### src/rtl/rs232_arb_pkg.sv
// Shared types and constants for the RS232 transmitter arbiter.
// Contents: FSM state enum, counter width, index-width helper, default watchdog length.
package rs232_arb_pkg;

   typedef enum logic [1:0] {
      IDLE      = 2'd0,
      LAUNCH    = 2'd1,
      WAIT_DONE = 2'd2,
      GAP       = 2'd3
   } state_t;

   // Gap and timeout counters are sized for the 65535 parameter ceiling.
   localparam int unsigned CNT_W = 16;

   // Width of an index into n items (never less than one bit).
   function automatic int unsigned id_w(input int unsigned n);
      return (n < 2) ? 1 : $clog2(n);
   endfunction

   // Twelve bit-times: start, 8 data, stop, plus margin.
   function automatic int unsigned timeout_cycles(input int unsigned clk_hz, input int unsigned bps);
      return (clk_hz / bps) * 12;
   endfunction

   localparam int unsigned DEFAULT_TIMEOUT = timeout_cycles(50_000_000, 115_200);

endpackage

### src/rtl/rs232_rr_picker.sv
// Combinational rotated priority encoder: first set req bit at or after ptr wins.
// Ports: req (request vector), ptr (search start), any (some request set),
//        gnt (one-hot winner), gnt_id (winner index).
module rs232_rr_picker
   import rs232_arb_pkg::*;
#(
   parameter int unsigned N = 4,
   parameter int unsigned W = id_w(N)
) (
   input  logic [N-1:0] req,
   input  logic [W-1:0] ptr,
   output logic         any,
   output logic [N-1:0] gnt,
   output logic [W-1:0] gnt_id
);

   // Walk the N slots starting at ptr, wrapping modulo N.
   always_comb begin
      int unsigned slot;
      slot   = 0;
      any    = 1'b0;
      gnt    = '0;
      gnt_id = '0;
      for (int unsigned i = 0; i < N; i++) begin
         slot = 32'(ptr) + i;
         if (slot >= N) begin
            slot = slot - N;
         end
         if (!any && req[W'(slot)]) begin
            any            = 1'b1;
            gnt[W'(slot)]  = 1'b1;
            gnt_id         = W'(slot);
         end
      end
   end

endmodule

### src/rtl/rs232_tx_arbiter.sv
// Round-robin scheduler sharing one RS232 byte transmitter among P_NUM_REQ requesters.
// Ports: I_Clk/I_Rst_n (clock, async active-low reset); I_Req_Valid/I_Req_Data/O_Req_Ready
//        (per-requester byte handshake, ready is combinational in IDLE);
//        O_Tx_En/O_Tx_Data/I_Tx_Busy (transmitter side); O_Grant_Id (owner of current/last
//        frame); O_Active (not IDLE); O_Timeout/I_Err_Clr (sticky watchdog flag and clear).
module rs232_tx_arbiter
   import rs232_arb_pkg::*;
#(
   parameter int unsigned P_NUM_REQ        = 4,
   parameter int unsigned P_GAP_CYCLES     = 32,
   parameter int unsigned P_TIMEOUT_CYCLES = DEFAULT_TIMEOUT
) (
   input  logic                         I_Clk,
   input  logic                         I_Rst_n,
   input  logic [P_NUM_REQ-1:0]         I_Req_Valid,
   input  logic [8*P_NUM_REQ-1:0]       I_Req_Data,
   output logic [P_NUM_REQ-1:0]         O_Req_Ready,
   output logic                         O_Tx_En,
   output logic [7:0]                   O_Tx_Data,
   input  logic                         I_Tx_Busy,
   output logic [$clog2(P_NUM_REQ)-1:0] O_Grant_Id,
   output logic                         O_Active,
   output logic                         O_Timeout,
   input  logic                         I_Err_Clr
);

   localparam int unsigned      ID_W     = id_w(P_NUM_REQ);
   localparam logic [CNT_W-1:0] GAP_LAST = (P_GAP_CYCLES == 0) ? '0 : CNT_W'(P_GAP_CYCLES - 1);
   localparam logic [CNT_W-1:0] TO_LAST  = CNT_W'(P_TIMEOUT_CYCLES - 1);
   localparam logic [ID_W-1:0]  ID_MAX   = ID_W'(P_NUM_REQ - 1);
   // With no gap configured, a finished frame returns straight to IDLE.
   localparam state_t           AFTER_FRAME = (P_GAP_CYCLES == 0) ? IDLE : GAP;

   state_t                 state;
   logic [ID_W-1:0]        rr_ptr;
   logic [CNT_W-1:0]       to_cnt;
   logic [CNT_W-1:0]       gap_cnt;

   logic                   pick_any;
   logic [P_NUM_REQ-1:0]   pick_gnt;
   logic [ID_W-1:0]        pick_id;
   logic [7:0]             pick_byte;
   logic                   timeout_set;

   rs232_rr_picker #(
      .N (P_NUM_REQ),
      .W (ID_W)
   ) u_picker (
      .req    (I_Req_Valid),
      .ptr    (rr_ptr),
      .any    (pick_any),
      .gnt    (pick_gnt),
      .gnt_id (pick_id)
   );

   // Transfer strobe; gated by reset so no accept is signalled while held in reset.
   assign O_Req_Ready = ((state == IDLE) && pick_any && I_Rst_n) ? pick_gnt : '0;
   assign O_Active    = (state != IDLE);

   // Busy falling in the limit cycle takes precedence over the watchdog.
   assign timeout_set = (state == WAIT_DONE) && I_Tx_Busy && (to_cnt == TO_LAST);

   // One-hot AND-OR mux of the winner's byte.
   always_comb begin
      pick_byte = '0;
      for (int unsigned k = 0; k < P_NUM_REQ; k++) begin
         if (pick_gnt[k]) begin
            pick_byte = pick_byte | I_Req_Data[8*k +: 8];
         end
      end
   end

   // Frame sequencer with registered transmitter-side outputs.
   always_ff @(posedge I_Clk or negedge I_Rst_n) begin
      if (!I_Rst_n) begin
         state      <= IDLE;
         rr_ptr     <= '0;
         to_cnt     <= '0;
         gap_cnt    <= '0;
         O_Tx_En    <= 1'b0;
         O_Tx_Data  <= 8'h00;
         O_Grant_Id <= '0;
         O_Timeout  <= 1'b0;
      end else begin
         O_Tx_En <= 1'b0;

         if (timeout_set) begin
            O_Timeout <= 1'b1;
         end else if (I_Err_Clr) begin
            O_Timeout <= 1'b0;
         end

         case (state)
            IDLE: begin
               if (pick_any) begin
                  O_Tx_Data  <= pick_byte;
                  O_Grant_Id <= pick_id;
                  rr_ptr     <= (pick_id == ID_MAX) ? '0 : pick_id + ID_W'(1);
                  O_Tx_En    <= 1'b1;
                  state      <= LAUNCH;
               end
            end
            LAUNCH: begin
               to_cnt <= '0;
               state  <= WAIT_DONE;
            end
            WAIT_DONE: begin
               if (to_cnt != '1) begin
                  to_cnt <= to_cnt + CNT_W'(1);
               end
               gap_cnt <= '0;
               if (!I_Tx_Busy || (to_cnt == TO_LAST)) begin
                  state <= AFTER_FRAME;
               end
            end
            GAP: begin
               if (gap_cnt == GAP_LAST) begin
                  state <= IDLE;
               end else begin
                  gap_cnt <= gap_cnt + CNT_W'(1);
               end
            end
            default: state <= IDLE;
         endcase
      end
   end

endmodule

### config.mk
export PLATFORM = sky130hd
export DESIGN_NAME = rs232_tx_arbiter
export DESIGN_NICKNAME = d
export VERILOG_FILES = /design/src/rtl/rs232_arb_pkg.sv /design/src/rtl/rs232_rr_picker.sv /design/src/rtl/rs232_tx_arbiter.sv
export SDC_FILE = /design/constraint.sdc
export NUM_CORES = 1
export LEC_CHECK = 0
export ABC_AREA = 0
export CORE_MARGIN = 2
export CORE_UTILIZATION = 48
export CTS_CLUSTER_SIZE = 12
export DETAILED_ROUTE_END_ITERATION = 16
export HOLD_SLACK_MARGIN = 0.03
export PLACE_DENSITY = 0.84
export SETUP_SLACK_MARGIN = 0.02
export SLEW_MARGIN = 20
export SYNTH_ARGS = -nofsm -noshare
export SYNTH_HDL_FRONTEND = slang
export SYNTH_SLANG_ARGS = --single-unit
### constraint.sdc
create_clock -name I_Clk -period 2.45 [get_ports I_Clk]
set_input_delay 0.245 -clock I_Clk [delete_from_list [all_inputs] [get_ports I_Clk]]
set_output_delay 0.245 -clock I_Clk [all_outputs]
set_load 0.01 [all_outputs]
Yosys cells after proc, flatten, opt, wreduce, memory -nomap -nowiden
Cells that the tools add are included.

word-level totals
  flip-flop bits (word level) = 48
  bits of input ports = 40

operators by class
  $add $sub $neg = 10
  magnitude comparators = 12
  eq/ne operators = 12
  muxes and demuxes = 50
  bitwise operators = 6
  reduce and logical (&&, ||, !) cells = 25

operators with widths
  kind                                                        number
  case mux 16 bit (2 select lines)                            2
  adder 16 x 1 -> 16 bit, second input constant               2
  two-way mux 16 bit                                          2
  two-way mux 8 bit                                           4
  two-way mux 2 bit                                           12
  bitwise OR 8 bit                                            3
  two-way mux 4 bit                                           5
  equality test 16 x 13 -> 1 bit, second input constant       1
  equality test 16 x 5 -> 1 bit, second input constant        1
  two-way mux 1 bit                                           16
  inequality test 16 bit, second input constant               1
  less-than comparator 2 x 3 -> 1 bit, second input constant  4
  bitwise OR 4 bit                                            3
  logical AND 1 bit                                           11
  >= comparator 3 bit, second input constant                  3
  binary-select mux 1 bit (select 2 bit)                      4
  demux 1 bit (select 2 bit)                                  4
  >= comparator 2 x 1 -> 1 bit, second input constant         4
  case mux 2 bit (4 select lines)                             1
  nonzero test 2 bit                                          4
  subtractor 2 x 1 -> 2 bit, second input constant            4
  adder 2 x 2 -> 3 bit, second input constant                 2
  equality test 2 bit, second input constant                  3
  inequality test 2 bit, second input constant                3
  other kinds (10)                                            16

Longest topological paths before layout
Gate-level depths: netlist of run 1.

  depth in word-level cells = 21
  depth in mapped cells = 11

Hierarchy
Synthesis of run 1 repeated with hierarchy kept, for this count alone.

second synthesis, totals
  cell total of the unflattened synthesis = 322
  area total of the unflattened synthesis = 3,071.7 um2

modules (own cells, without submodules)
  module            instances  cells each  area an instance (um2)  sequential area each (um2)
  rs232_tx_arbiter  1          277         2,652.5                 1,201.2
  rs232_rr_picker   1          45          419.2                   0.0

Worst setup path before layout of run 1
No wires, ideal clock.

  path kind = register -> output
  start point = register rr_ptr[1]
  end point = output port O_Req_Ready[3]
  arrival time = 2.348 ns
  slack = -0.143 ns
  stages on the path, launching flop included = 10
  path buffers = 3
  cell sequence = dfrtp_1 buf_6 inv_1 ha_1 clkbuf_2 or3_1 o311ai_2 a221o_1 buf_2 nor2b_1

between the ends
  word-level cells in the longest chain between the ends = 17
  elaborated cells between the ends (all ways) = 63
  classes of those cells = add/sub: 7; order compare: 12; mux: 29; bitwise: 3; reduce/logical: 12

RTL lines
  element                                                        line                    text
  start, declared                                                rs232_tx_arbiter.sv:35  logic [ID_W-1:0] rr_ptr;
  start signal, assigned                                         rs232_tx_arbiter.sv:98  rr_ptr <= (pick_id == ID_MAX) ? '0 : pick_id + ID_W'(1);
  branches (longest 16 deep; another with adder 2 x 1 -> 3 bit)  n/a
  two-way mux 4 bit *                                            rs232_tx_arbiter.sv:57  assign O_Req_Ready = ((state == IDLE) && pick_any && I_Rst_n) ? pick_gnt : '0;
  end, declared                                                  rs232_tx_arbiter.sv:17  output logic [P_NUM_REQ-1:0] O_Req_Ready,

Every way passes the cells marked *. The select of a mux whose other input is x is not followed.

==> results.sh, run 1 <==
export IMPL_synth_ff_latch_count=48
export IMPL_die_height_um=86.48
export IMPL_violations="setup timing"
export IMPL_synthDominantAreaCellType="sky130_fd_sc_hd__dfrtp_1"
export IMPL_status="complete, but fails checks"
export IMPL_gr_usage_all_layers_pct=24.78
export IMPL_part_of_the_yosys_area_used_for_sequential_elements_pct=36.78
export IMPL_postSynth_asyncResetShare_pct=100.0
export IMPL_synth_cell_type_count=62
export IMPL_timing_final_max_slew_violations=0
export IMPL_setup_repair_after_global_routing_missed_its_margin="true"
export IMPL_critical_path_startpoint_type="register"
export IMPL_drtPass1Iterations=5
export IMPL_vdd_ir_drop_max_uv=557.0
export IMPL_grt_pass1_vias=3269
export IMPL_clock_sinks=48
export IMPL_syn_avg_cell_area_sq_um=8.898
export IMPL_postRouteWirelength_mm=9.341
export IMPL_route_vias_total=3352
export IMPL_timing_max_slew_rel_slack_pct=59.42
export IMPL_io_pins=57
export IMPL_syn_nets=419
export IMPL_synth_common_cells="sky130_fd_sc_hd__dfrtp_1 (48), sky130_fd_sc_hd__nor2_1 (39), sky130_fd_sc_hd__o21ai_0 (36)"
export IMPL_detailedPlacementHpwl_mm=6.529
export IMPL_synthFlopType="sky130_fd_sc_hd__dfrtp_1"
export IMPL_syn2layout_area_growth_pct=37.93
export IMPL_synth_yosys_warnings=0
export IMPL_post_drt_via_cell_ratio=6.185
export IMPL_critPathTopFamily="flip-flops"
export IMPL_mappedNetlistArea_sq_um=3266
export IMPL_final_period_minus_worst_setup_slack_ps=2585
export IMPL_timing_critical_path_arrival_ps=2340
export IMPL_cap_viol_max_count=0
export IMPL_synthTopCellsByArea="sky130_fd_sc_hd__dfrtp_1 (37%), sky130_fd_sc_hd__o21ai_0 (5.5%), sky130_fd_sc_hd__ha_1 (4.6%)"
export IMPL_worstPathMaxFanout=5
export IMPL_maximum_number_of_pins_on_one_net_before_global_route_repair=49
export IMPL_gp_congestion=0.9022
export IMPL_port_buffer_count=56
export IMPL_fin_worst_skew_ps=6.558
export IMPL_setup_tns_ps=-292.1
export IMPL_tritoncts_num_buffers=5
export IMPL_seq_area_sq_um=1201
export IMPL_holdCritPathClass="input pin to asynchronous set/reset pin"
export IMPL_share_of_layout_cells_above_drive_strength_1_pct=21.21
export IMPL_layout_worst_path_cycle_share_pct=105.5
export IMPL_synth_enable_flop_cells=0
export IMPL_worst_setup_path_end_kind="output port"
export IMPL_critical_path_slowest_cell="sky130_fd_sc_hd__dfrtp_1"
export IMPL_multi_input_area_sq_um=2049
export IMPL_synth_top_cell_area_share_pct=36.78
export IMPL_drt_wirelength_per_cell_um=17.23
export IMPL_finalHoldViolations=0
export IMPL_gr_total_overflow=0
export IMPL_grt_pass1_wl_mm=14.95
export IMPL_grt_antenna_before_repair=0
export IMPL_timing_setup_critical_path_class="register to output port"
export IMPL_final_cell_count_without_fillers=542
export IMPL_yosys_cell_count_top_type="sky130_fd_sc_hd__dfrtp_1"
export IMPL_die_width_um=86.48
export IMPL_cellLeakagePower_nw=1.836
export IMPL_final_critical_path_setup_slack_ps=-134.6
export IMPL_cts_root_buf="sky130_fd_sc_hd__clkbuf_8"
export IMPL_detail_route_antenna_nets=0
export IMPL_nFillCells=502
export IMPL_num_nets_final=513
export IMPL_floorplan_die_area_sq_um=7479
export IMPL_clock_latency_ps=310
export IMPL_antenna_cells=0
export IMPL_timing_critical_path_required_ps=2200
export IMPL_max_clock_freq_ghz=0.3869
export IMPL_timing_critical_path_buf_inv=3
export IMPL_tritoncts_clock_tree="built"
export IMPL_cts_root_to_sink_buffers=2
export IMPL_fp_row_count=30
export IMPL_post_route_drc_count=0
export IMPL_ctsHoldBuffers=0
export IMPL_drt_iter0_drc=209
export IMPL_power_per_cell_area_nw_per_um2=1124
export IMPL_path_cells="inv_2 > ha_4 > mux4_2 > buf_6 > nor2b_4 > a221oi_2 > a21oi_2 > a21oi_1 > nor2_1 > buf_2"
export IMPL_floorplan_initialDensity_pct=48.88
export IMPL_critical_path_max_stage_delay_ps=420
export IMPL_htree_num_levels=2
export IMPL_report_final_setup_viol=6
export IMPL_place_inst=523
export IMPL_synthesis_instances=367
export IMPL_finalHoldWorstSlack_ps=112.4
export IMPL_worst_setup_hold_path_clk_slew_ps=90
export IMPL_worstMarginPinSlew_ps=608.8
export IMPL_floorplan_core_area_sq_um=6681
==> flip-flops by register name (all words and copies together), names as in the netlist, named ones only <==
signal,count
gap_cnt,16
O_Grant_Id,2
to_cnt,16
O_Tx_En,1
O_Timeout,1
O_Tx_Data,8
state,2
rr_ptr,1
==> layout by cell type, fill, tap and decap left out, types with 3 or more instances in the layout <==
cell / Yosys / final
sky130_fd_sc_hd__nor4_1: 5 / 5
sky130_fd_sc_hd__o21ai_1: 2 / 5
sky130_fd_sc_hd__nand4_1: 9 / 9
sky130_fd_sc_hd__mux4_2: 2 / 3
sky130_fd_sc_hd__nand2b_1: 3 / 3
sky130_fd_sc_hd__buf_6: 2 / 7
sky130_fd_sc_hd__o31ai_1: 6 / 6
sky130_fd_sc_hd__a221oi_2: 3 / 8
sky130_fd_sc_hd__a221oi_4: 0 / 3
sky130_fd_sc_hd__nor4b_1: 3 / 3
sky130_fd_sc_hd__buf_2: 4 / 4
sky130_fd_sc_hd__and3_1: 4 / 3
sky130_fd_sc_hd__o21ai_0: 36 / 33
sky130_fd_sc_hd__buf_4: 1 / 41
sky130_fd_sc_hd__nand3b_1: 11 / 11
sky130_fd_sc_hd__clkdlybuf4s50_1: 0 / 51
sky130_fd_sc_hd__nand3_1: 13 / 13
sky130_fd_sc_hd__mux2i_1: 3 / 3
sky130_fd_sc_hd__nor2_1: 39 / 39
sky130_fd_sc_hd__xor2_1: 7 / 7
sky130_fd_sc_hd__ha_1: 12 / 11
sky130_fd_sc_hd__o41ai_1: 3 / 3
sky130_fd_sc_hd__a21oi_2: 2 / 4
sky130_fd_sc_hd__xnor2_1: 6 / 6
sky130_fd_sc_hd__a31oi_1: 4 / 4
sky130_fd_sc_hd__nor3_1: 9 / 9
sky130_fd_sc_hd__clkbuf_8: 0 / 5
sky130_fd_sc_hd__o221ai_1: 8 / 6
sky130_fd_sc_hd__dfrtp_1: 48 / 48
sky130_fd_sc_hd__nand2_1: 27 / 26
sky130_fd_sc_hd__a21oi_1: 12 / 10
sky130_fd_sc_hd__a22oi_1: 8 / 8
sky130_fd_sc_hd__inv_1: 16 / 14
sky130_fd_sc_hd__and4_1: 3 / 3
sky130_fd_sc_hd__mux2_2: 4 / 4
==> cell families after synthesis <==
kind of cell | count (synthesis) | synth area share, %
AO/OA/AOI/OAI | 112 | 24.25
multiplexers | 10 | 4.483
adder cells (fa/ha/maj) | 12 | 4.598
AND/OR/NAND/NOR | 137 | 21.57
flip-flops | 48 | 36.78
buffers and inverters | 35 | 4.828
XOR/XNOR | 13 | 3.487
==> power breakdown <==
group	internal, mW	switching (mW)
logic	1.56	1.70
clock network	0.411	0.280
registers	0.964	0.148
total	2.93	2.13
==> final timing paths <==
check	start	slack [ps]	end	depth (start not counted)
worst max-delay path	register	-130	O_Req_Ready[0]	10
worst min-delay path	I_Rst_n	110	O_Tx_En	2
worst max register to register	register	-10	O_Tx_Data[3]	9
worst min register to register	O_Grant_Id[1]	490	O_Grant_Id[1]	1
max in group asynchronous	I_Rst_n	1930	O_Timeout	2
min in group I_Clk	O_Grant_Id[1]	490	O_Grant_Id[1]	1
==> layout make-up <==
type                    instances  area share (%)
multi-input cells             284           45.50
flip-flops and latches         48           26.67
repair buffers                105           21.14
well taps                      80           2.222
clock buffers                   5           1.528
clock inverters                 3           1.528
inverters                      17           1.417
==> metrics by stage <==
stage	power (mW)	instance area [sq um]	setup WS (ps)	util, %
2_1_floorplan	2.834	3293	21.30	-
3_3_place_gp	3.757	4135	-302.1	61.89
3_5_place_dp	3.855	4135	-338.8	61.89
4_1_cts	4.797	4384	-24.16	65.62
5_1_grt	5.385	4504	-183.0	67.42
6_report	5.061	4504	-134.6	67.42
==> layer usage <==
layer	vias up	wire [um]	global-route usage, %	part of all wire (%)
met5	-	0	0	0
met4	0	215	8.239	2.3
met3	19	595	4.667	6.4
met2	139	4578	43.01	49
met1	1616	3952	31.05	42
li1	1578	-	-	-
==> repair_timing <==
item | in CTS | in global routing
resized for setup | 30 | 19
buffers inserted | 8 | 4
pin swaps | 7 | 14
endpoints found under the setup margin | 12 | 14
Note: power is estimated with default switching activity, not from simulation.
==> run 2: changes to the inputs <==
==> constraint.sdc (replaced) <==
create_clock -name I_Clk -period 2.45 [get_ports I_Clk]
set_input_delay 0.245 -clock I_Clk [delete_from_list [all_inputs] [get_ports I_Clk]]
set_output_delay 0.245 -clock I_Clk [all_outputs]
set_load 0.1 [all_outputs]
==> run 2 against run 1 <==
  * The flow still finishes with violations (setup timing)
  * Power grew 19%
  * Sequential cell count is the same
  * Die area is the same
  * Register-to-register slack lost 230 ps
  * Maximum frequency shrank 6.1%
  * Critical path depth shrank 1
  * Highest routed layer unchanged
  * Clock skew grew 2.8 ps
  * Sequential share of layout area shrank 0.58 points
==> results.sh, run 2 (synthesis gave the netlist of run 1 again) <==
export IMPL_io_pins=57
export IMPL_report_final_setup_viol=12
export IMPL_power_per_cell_area_nw_per_um2=1305
export IMPL_floorplan_die_area_sq_um=7479
export IMPL_layout_common_cells="sky130_fd_sc_hd__buf_4 (60), sky130_fd_sc_hd__dfrtp_1 (46), sky130_fd_sc_hd__clkdlybuf4s50_1 (38)"
export IMPL_timing_final_max_slew_violations=0
export IMPL_setup_tns_ps=-1986
export IMPL_place_ws_ps=-163.9
export IMPL_share_of_layout_cells_above_drive_strength_1_pct=26.81
export IMPL_final_common_cell="sky130_fd_sc_hd__buf_4"
export IMPL_holdCritPathClass="input pin to asynchronous set/reset pin"
export IMPL_die_width_um=86.48
export IMPL_detailedPlacementHpwl_mm=6.662
export IMPL_multi_input_area_sq_um=2066
export IMPL_detail_route_antenna_nets=0
export IMPL_drtPass1Iterations=5
export IMPL_timing_critical_path_required_ps=2200
export IMPL_tritoncts_num_buffers=5
export IMPL_final_cell_count_without_fillers=550
export IMPL_clock_latency_ps=310
export IMPL_cellLeakagePower_nw=1.890
export IMPL_setup_repair_after_global_routing_missed_its_margin="true"
export IMPL_finalHoldWorstSlack_ps=88.12
export IMPL_grt_pass1_wl_mm=16.24
export IMPL_max_clock_freq_ghz=0.3633
export IMPL_timing_critical_path_arrival_ps=2510
export IMPL_fin_worst_skew_ps=9.398
export IMPL_floorplan_core_area_sq_um=6681
export IMPL_worst_setup_path_end_kind="output port"
export IMPL_die_height_um=86.48
export IMPL_layout_worst_path_cycle_share_pct=112.4
export IMPL_grt_pass1_vias=3495
export IMPL_maximum_number_of_pins_on_one_net_before_global_route_repair=49
export IMPL_power_mw=6.021
export IMPL_tritoncts_clock_tree="built"
export IMPL_seq_area_sq_um=1204
export IMPL_drt_iter0_drc=200
export IMPL_gr_usage_all_layers_pct=26.96
export IMPL_antenna_cells=0
export IMPL_grt_antenna_before_repair=0
export IMPL_fp_row_count=30
export IMPL_finish_utilization_pct=69.06
export IMPL_syn2layout_area_growth_pct=41.30
export IMPL_route_vias_total=3471
export IMPL_gr_total_overflow=0
export IMPL_worstPathMaxFanout=6
export IMPL_vdd_ir_drop_max_uv=876.1
export IMPL_cts_root_buf="sky130_fd_sc_hd__clkbuf_8"
export IMPL_drt_wirelength_per_cell_um=18.61
export IMPL_post_route_drc_count=0
export IMPL_nFillCells=503
export IMPL_layout_cell_area_non_filler_sq_um=4614
export IMPL_violations="setup timing"
export IMPL_floorplan_initialDensity_pct=48.88
export IMPL_layout_top_registers="gap_cnt x16, to_cnt x16, O_Tx_Data x8"
export IMPL_placed_cell_area_sq_um=4233
export IMPL_htree_num_levels=2
export IMPL_cap_viol_max_count=0
export IMPL_worst_setup_hold_path_clk_slew_ps=100
export IMPL_postRouteWirelength_mm=10.23
export IMPL_status="complete, but fails checks"
export IMPL_worstMarginPinSlew_ps=605.6
export IMPL_final_critical_path_setup_slack_ps=-302.9
export IMPL_post_drt_via_cell_ratio=6.311
export IMPL_cts_root_to_sink_buffers=2
export IMPL_timing_max_slew_rel_slack_pct=59.63
export IMPL_clock_sinks=48
export IMPL_finalHoldViolations=0
export IMPL_place_inst=526
export IMPL_num_nets_final=521
export IMPL_critical_path_startpoint_type="register"
export IMPL_port_buffer_count=56
export IMPL_gp_congestion=0.8356
export IMPL_final_period_minus_worst_setup_slack_ps=2753
export IMPL_timing_setup_critical_path_class="register to output port"
export IMPL_ctsHoldBuffers=0
## run 2: cell types whose count changed in the layout (fill, tap and decap cells not counted), moves of 3 or more
cell,change
sky130_fd_sc_hd__buf_12,+6
sky130_fd_sc_hd__buf_2,-3
sky130_fd_sc_hd__buf_4,+19
sky130_fd_sc_hd__clkdlybuf4s50_1,-13
sky130_fd_sc_hd__nor2_1,-3
sky130_fd_sc_hd__nor2_4,+3
## run 2: path summary, 6_finish.rpt
kind	startpoint	endpoint	cells past startpoint	slack (ps)
max in group asynchronous	I_Rst_n	rr_ptr[1]	2	1930
min reg2reg	gap_cnt[4]	gap_cnt[4]	1	510
min in group I_Clk	I_Err_Clr	O_Timeout	2	500
max	register	O_Req_Ready[3]	9	-300
max reg2reg	register	O_Tx_Data[3]	12	-240
min	I_Rst_n	O_Tx_En	2	90
## run 2: layout make-up
type / instances / area share, %
timing repair buffer: 113 / 22.80
inverter: 17 / 1.546
tap: 80 / 2.169
multi-input combinational: 284 / 44.77
clock buffer: 6 / 1.790
sequential: 48 / 26.08
clock inverter: 2 / 0.8406
## run 2: routing by layer
layer / part of all wire, % / up-vias / wire, um / track usage, %
li1: - / 1588 / - / -
met2: 50 / 162 / 5083 / 46.85
met5: 0 / - / 0 / 0
met3: 6.5 / 37 / 662 / 5.524
met4: 4.1 / 0 / 423 / 9.943
met1: 40 / 1684 / 4064 / 33.01
## run 2: where the power goes
group	internal (mW)	switching, mW	total [mW]
Sequential	0.967	0.178	1.14
Clock	0.334	0.292	0.626
Combinational	1.71	2.54	4.25
## run 2: what timing repair did
item,in CTS,in global routing
endpoints found under the setup margin,12,13
pin swaps,14,12
endpoints found under the hold margin,0,0
buffers inserted,10,8
resized for setup,16,14
## run 2: worst max-delay path: stages (launching register included)
cell	delay, ps
sky130_fd_sc_hd__dfrtp_2	480
sky130_fd_sc_hd__buf_12	150
sky130_fd_sc_hd__buf_6	110
sky130_fd_sc_hd__buf_8	120
sky130_fd_sc_hd__and3b_1	170
sky130_fd_sc_hd__o2111ai_2	280
sky130_fd_sc_hd__o311ai_4	190
sky130_fd_sc_hd__a221o_1	380
sky130_fd_sc_hd__nor2b_4	150
sky130_fd_sc_hd__buf_12	160
